## config.mk

```make
export PLATFORM = sky130hd
export DESIGN_NAME = pipeline_hazard_controller
export DESIGN_NICKNAME = d
export VERILOG_FILES = /design/src/rtl/pipeline_ctrl_pkg.sv /design/src/rtl/pipeline_hazard_controller_load_use.sv /design/src/rtl/pipeline_hazard_controller.sv
export SDC_FILE = /design/constraint.sdc
export NUM_CORES = 1
export LEC_CHECK = 0
export ABC_AREA = 1
export BUFFER_PORTS_ARGS = -buffer_cell sky130_fd_sc_hd__buf_2
export CAP_MARGIN = 40
export CORE_AREA = 4 4 41 43
export DETAILED_ROUTE_END_ITERATION = 12
export DIE_AREA = 0 0 45 47
export GPL_TIMING_DRIVEN = 0
export MAX_ROUTING_LAYER = met4
export PLACE_DENSITY = 0.6
export SYNTH_ARGS = -nofsm -noshare
export SYNTH_HDL_FRONTEND = slang
export SYNTH_SLANG_ARGS = --single-unit
```

## constraint.sdc

```tcl
create_clock -name clock -period 1.1 [get_ports clock]
set_input_delay 0.11 -clock clock [delete_from_list [all_inputs] [get_ports clock]]
set_output_delay 0.11 -clock clock [all_outputs]
set_load 0.03 [all_outputs]
```

## src/rtl/pipeline_ctrl_pkg.sv

```systemverilog
// Shared definitions for the pipeline sequencer.
//   ctrl_state_t : sequencer FSM states (RUN, LOAD_STALL, REDIRECT)
//   REG_ZERO     : architectural x0, which never carries a real dependency
//   CNT_W        : width of the multi-cycle down-counter
package pipeline_ctrl_pkg;

  localparam int unsigned CNT_W = 4;
  localparam logic [4:0] REG_ZERO = 5'd0;

  typedef enum logic [1:0] {
    RUN        = 2'd0,
    LOAD_STALL = 2'd1,
    REDIRECT   = 2'd2
  } ctrl_state_t;

endpackage

```

## src/rtl/pipeline_hazard_controller_load_use.sv

```systemverilog
// load_use_detector: purely combinational load-use hazard detection.
// Ports:
//   rs1_Decode, rs2_Decode           in  5  source registers in Decode
//   uses_rs1_Decode, uses_rs2_Decode in  1  source actually read
//   valid_Decode                     in  1  Decode holds a real instruction
//   rd_Execute                       in  5  destination in Execute
//   mem_Read_Execute                 in  1  Execute instruction is a load
//   valid_Execute                    in  1  Execute holds a real instruction
//   lu                               out 1  load-use hazard present
module load_use_detector
  import pipeline_ctrl_pkg::*;
(
  input  logic [4:0] rs1_Decode,
  input  logic [4:0] rs2_Decode,
  input  logic       uses_rs1_Decode,
  input  logic       uses_rs2_Decode,
  input  logic       valid_Decode,
  input  logic [4:0] rd_Execute,
  input  logic       mem_Read_Execute,
  input  logic       valid_Execute,
  output logic       lu
);

  logic [4:0] src_reg [2];
  logic [1:0] src_used;
  logic [1:0] src_hit;

  assign src_reg[0] = rs1_Decode;
  assign src_reg[1] = rs2_Decode;
  assign src_used   = {uses_rs2_Decode, uses_rs1_Decode};

  for (genvar gi = 0; gi < 2; gi++) begin : g_src
    assign src_hit[gi] = src_used[gi] & (src_reg[gi] == rd_Execute);
  end

  // A load into x0 produces nothing to wait for.
  assign lu = valid_Decode & valid_Execute & mem_Read_Execute &
              (rd_Execute != REG_ZERO) & (|src_hit);

endmodule

```

## src/rtl/pipeline_hazard_controller.sv

```systemverilog
// pipeline_hazard_controller: STALL/DUMP sequencer for the five-stage core.
// Optional feature macro: HAZARD_PERF_COUNTERS_EN (adds stall_Cycles and
// flush_Events performance counters).
// Ports:
//   clock, reset_n                   in   clock, async active-low reset
//   rs1/rs2/uses_rs1/uses_rs2/valid_Decode  in  Decode-stage fields
//   rd/mem_Read/valid/branch_Taken_Execute  in  Execute-stage fields
//   mem_Busy                         in   data memory wait
//   STALL_PC, STALL_Fetch_Decode, STALL_Decode_Execute,
//   STALL_Execute_Memory             out  hold the register
//   DUMP_Fetch_Decode, DUMP_Decode_Execute  out  load a bubble
//   stall_Cycles, flush_Events       out  32-bit counters (macro only)
//   ctrl_State                       out  current FSM state
module pipeline_hazard_controller
  import pipeline_ctrl_pkg::*;
#(
  parameter int unsigned LOAD_USE_CYCLES = 1,
  parameter int unsigned REDIRECT_CYCLES = 1
) (
  input  logic        clock,
  input  logic        reset_n,
  input  logic [4:0]  rs1_Decode,
  input  logic [4:0]  rs2_Decode,
  input  logic        uses_rs1_Decode,
  input  logic        uses_rs2_Decode,
  input  logic        valid_Decode,
  input  logic [4:0]  rd_Execute,
  input  logic        mem_Read_Execute,
  input  logic        valid_Execute,
  input  logic        branch_Taken_Execute,
  input  logic        mem_Busy,
  output logic        STALL_PC,
  output logic        STALL_Fetch_Decode,
  output logic        STALL_Decode_Execute,
  output logic        STALL_Execute_Memory,
  output logic        DUMP_Fetch_Decode,
  output logic        DUMP_Decode_Execute,
`ifdef HAZARD_PERF_COUNTERS_EN
  output logic [31:0] stall_Cycles,
  output logic [31:0] flush_Events,
`endif
  output logic [1:0]  ctrl_State
);

  localparam logic [CNT_W-1:0] CNT_ONE      = CNT_W'(1);
  localparam logic [CNT_W-1:0] LU_RELOAD    = CNT_W'(LOAD_USE_CYCLES - 1);
  localparam logic [CNT_W-1:0] REDIR_RELOAD = CNT_W'(REDIRECT_CYCLES - 1);

  ctrl_state_t      state_reg, state_next;
  logic [CNT_W-1:0] cnt_reg, cnt_next;
  logic             lu;
  logic             br;

  load_use_detector u_load_use (
    .rs1_Decode       (rs1_Decode),
    .rs2_Decode       (rs2_Decode),
    .uses_rs1_Decode  (uses_rs1_Decode),
    .uses_rs2_Decode  (uses_rs2_Decode),
    .valid_Decode     (valid_Decode),
    .rd_Execute       (rd_Execute),
    .mem_Read_Execute (mem_Read_Execute),
    .valid_Execute    (valid_Execute),
    .lu               (lu)
  );

  assign br         = branch_Taken_Execute & valid_Execute;
  assign ctrl_State = state_reg;

  always_ff @(posedge clock or negedge reset_n) begin
    if (!reset_n) begin
      state_reg <= RUN;
      cnt_reg   <= '0;
    end else begin
      state_reg <= state_next;
      cnt_reg   <= cnt_next;
    end
  end

  always_comb begin
    state_next           = state_reg;
    cnt_next             = cnt_reg;
    STALL_PC             = 1'b0;
    STALL_Fetch_Decode   = 1'b0;
    STALL_Decode_Execute = 1'b0;
    STALL_Execute_Memory = 1'b0;
    DUMP_Fetch_Decode    = 1'b0;
    DUMP_Decode_Execute  = 1'b0;

    if (!reset_n) begin
      // Flood the moderators with bubbles while reset is held.
      DUMP_Fetch_Decode   = 1'b1;
      DUMP_Decode_Execute = 1'b1;
    end else if (mem_Busy) begin
      // Whole pipeline freezes; state and counter hold by default.
      STALL_PC             = 1'b1;
      STALL_Fetch_Decode   = 1'b1;
      STALL_Decode_Execute = 1'b1;
      STALL_Execute_Memory = 1'b1;
    end else if (br) begin
      // Redirect wins over any load stall or redirect in progress.
      DUMP_Fetch_Decode   = 1'b1;
      DUMP_Decode_Execute = 1'b1;
      if (REDIRECT_CYCLES > 1) begin
        state_next = REDIRECT;
        cnt_next   = REDIR_RELOAD;
      end else begin
        state_next = RUN;
        cnt_next   = '0;
      end
    end else begin
      unique case (state_reg)
        RUN: begin
          if (lu) begin
            STALL_PC            = 1'b1;
            STALL_Fetch_Decode  = 1'b1;
            DUMP_Decode_Execute = 1'b1;
            if (LOAD_USE_CYCLES > 1) begin
              state_next = LOAD_STALL;
              cnt_next   = LU_RELOAD;
            end
          end
        end
        LOAD_STALL: begin
          STALL_PC            = 1'b1;
          STALL_Fetch_Decode  = 1'b1;
          DUMP_Decode_Execute = 1'b1;
          cnt_next            = cnt_reg - CNT_ONE;
          if (cnt_reg == CNT_ONE) state_next = RUN;
        end
        REDIRECT: begin
          DUMP_Fetch_Decode   = 1'b1;
          DUMP_Decode_Execute = 1'b1;
          cnt_next            = cnt_reg - CNT_ONE;
          if (cnt_reg == CNT_ONE) state_next = RUN;
        end
        default: begin
          state_next = RUN;
          cnt_next   = '0;
        end
      endcase
    end
  end

`ifdef HAZARD_PERF_COUNTERS_EN
  logic [31:0] stall_cycles_reg;
  logic [31:0] flush_events_reg;

  // Both counters wrap naturally on overflow.
  always_ff @(posedge clock or negedge reset_n) begin
    if (!reset_n) begin
      stall_cycles_reg <= '0;
      flush_events_reg <= '0;
    end else begin
      if (STALL_PC) stall_cycles_reg <= stall_cycles_reg + 32'd1;
      if (br && !mem_Busy) flush_events_reg <= flush_events_reg + 32'd1;
    end
  end

  assign stall_Cycles = stall_cycles_reg;
  assign flush_Events = flush_events_reg;
`endif

endmodule

```

==> results.md <==
* Number of cell rows at 13
* Post-synthesis mux area share at 0
* Category of the critical setup timing path: in2out
* Count of clock-net buffers in the final layout at 0
* Via count normalized by instance count at slightly below 4
* Lkg Pwr at 0.391 nW
* Port-buffer cells at 29
* Largest family of logic cells by synthesized area: simple AND/OR/NAND/NOR gates
* Number of global-route vias before repair at 360
* Critical Path End Type: primary output
* Final-report hold violation count at 0
* Post-layout utilization of the core at 0.457
* Most used cells in the layout excluding fill and tap cells: 22 x sky130_fd_sc_hd__nand2_1, 18 x sky130_fd_sc_hd__buf_2, 14 x sky130_fd_sc_hd__inv_1
* Maxcap violations at 0
* Total number of nets in the final design at 129
* Die Area at between 0.002 and 0.0025 mm²
* Crit path time final at ~1 ns
* Initial core utilization at 0.236
* Highest Clock Rate at a little under 1000 MHz
* Number of vias after detailed routing at around 460
* Number of antenna violations at the first check in global routing at 0
* Count of antenna-violating nets left after detailed routing at 0
* Floorplan core area at ~0.0013 mm²
* Maximum number of pins on one net before global-route repair at 5
* Startpoint Class: input port
* Smallest setup slack after layout at between 0.08 and 0.09 ns
* Final routed DRC violation total at 0
* Final WL at between 900 and 1000 µm
* Post-CTS Setup Bufs at 0
* Highest ir drop seen on vdd at around 0.00016 V
* Storage cell area at 0 µm²
* Distinct cell type count of the synthesized netlist at 10
* Worst slack at placement at -0.0708 ns
* Max-slew violations at 0
* WL per Instance at slightly above 8 µm
* Most common cell after layout, fill and taps aside: sky130_fd_sc_hd__nand2_1
* DP HPWL at around 830 µm
* Wire length of the first global-routing pass at approximately 1300 µm
* Die outline width at about 45 µm
* Non-filler cells, final at between 100 and 150
* Post-synthesis instance area at 307 µm²
* Average instance area after synthesis at ~4.1 µm²
* Share of the synthesized netlist area taken by xor and xnor gates at 0
* Power Density at slightly below 400 mW/mm²
* Antenna cells at 0
* Setup violations, final at 0
* Ratio of final minimum period to clock period at 0.920
* Outcome: finished clean
* Violation count after the first detailed-route iteration at 6
* Adder-cell share of the synthesized area at 0
* Routability congestion estimate at 0.680
* Grt ovf at 0
* Num sequential at 0
* Detailed-routing iteration count for the pre-antenna-repair pass at 4
* Share of final-layout standard cells stronger than drive strength 1 at 0.534
* Tightest Hold Check Type: in2out
* Warnings, synthesis at 0
* Data required time of the worst path at 0.99 ns
* Top-level I/O count at 32
* Synthesized instance count at between 70 and 80
* Area added between synthesis and finish at 93.9%
* Vertical extent of the die at around 47 µm
* Critical Path AT at around 0.90 ns
* Total routing resource utilization after global routing at 0.0812
* Maximum fanout count along the critical path at 4
* Compound-cell area share of the yosys netlist at 0.0408
* Sequential area share after synthesis at 0
* Hold buffer count at CTS at 0
* Simple logic cell fraction of the synthesized area at 0.616
* DP Cell Count at ~120
[metal layers]
layer	GRT usage	up-vias	wire (µm)
met5	-	-	0
met4	0	0	0
met3	0.00383	0	78
met2	0.147	15	514
met1	0.106	182	377
li1	-	264	-
[final timing paths]
| check | depth (start not counted) | start | slack [ns] | to |
|---|---|---|---|---|
| worst min-delay path | 3 | reset_n | 0.56 | DUMP_Fetch_Decode |
| worst max-delay path | 10 | rd_Execute[4] | 0.09 | STALL_Fetch_Decode |
[through the flow]
step                      total power, mW  setup TNS, ns  hold slack (ns)  cell area (µm²)
after detailed placement            0.180        -0.0708            0.564              477
after CTS                           0.186              0            0.567              488
final                               0.230              0            0.564              594
after global routing                0.255        -0.0255            0.595              594
after global placement              0.177        -0.0768            0.561              477
after floorplan                     0.108              0            0.417              313
[cell usage after synthesis]
| cell | number | share of area |
|---|---|---|
| sky130_fd_sc_hd__inv_2 | 1 | 0.012 |
| sky130_fd_sc_hd__inv_1 | 18 | 0.22 |
| sky130_fd_sc_hd__nand2_1 | 33 | 0.40 |
| sky130_fd_sc_hd__o21ai_0 | 1 | 0.016 |
| sky130_fd_sc_hd__buf_4 | 4 | 0.098 |
| sky130_fd_sc_hd__nand3_1 | 5 | 0.082 |
| sky130_fd_sc_hd__nor2_1 | 9 | 0.11 |
| sky130_fd_sc_hd__o21bai_1 | 1 | 0.024 |
| sky130_fd_sc_hd__nand4_1 | 1 | 0.020 |
| sky130_fd_sc_hd__conb_1 | 1 | 0.012 |
[timing repair]
action,in CTS,in global routing
gates cloned,0,0
endpoints found under the setup margin,1,3
pin swaps,5,13
gates resized for setup,7,35
[where the power goes]
| group | internal [mW] | switching (mW) |
|---|---|---|
| Clock | 0 | 0 |
| Sequential | 0 | 0 |
| Combinational | 0.105 | 0.125 |
| Total | 0.105 | 0.125 |
[worst max-delay path, cell delays in order]
cell,delay [ns]
sky130_fd_sc_hd__buf_6,0.08
sky130_fd_sc_hd__inv_2,0.04
sky130_fd_sc_hd__nand2_2,0.05
sky130_fd_sc_hd__nand2_2,0.06
sky130_fd_sc_hd__nor2_4,0.11
sky130_fd_sc_hd__nand3_2,0.08
sky130_fd_sc_hd__nand2_2,0.09
sky130_fd_sc_hd__nand3_2,0.06
sky130_fd_sc_hd__nand2_2,0.09
sky130_fd_sc_hd__buf_6,0.14
[layout make-up]
| class | instances | area, µm² |
|---|---|---|
| Buffer | 3 | 22.5 |
| Fill cell | 159 | 707 |
| Inverter | 19 | 76.3 |
| Multi-Input combinational cell | 52 | 267 |
| Tap cell | 15 | 18.8 |
| Timing Repair Buffer | 29 | 210 |
[cell families after synthesis]
| kind of cell | Yosys count |
|---|---|
| AND/OR/NAND/NOR | 48 |
| buffers and inverters | 23 |
| AO/OA/AOI/OAI | 2 |
| other | 1 |
No activity file was read; power rests on OpenSTA's default activity.
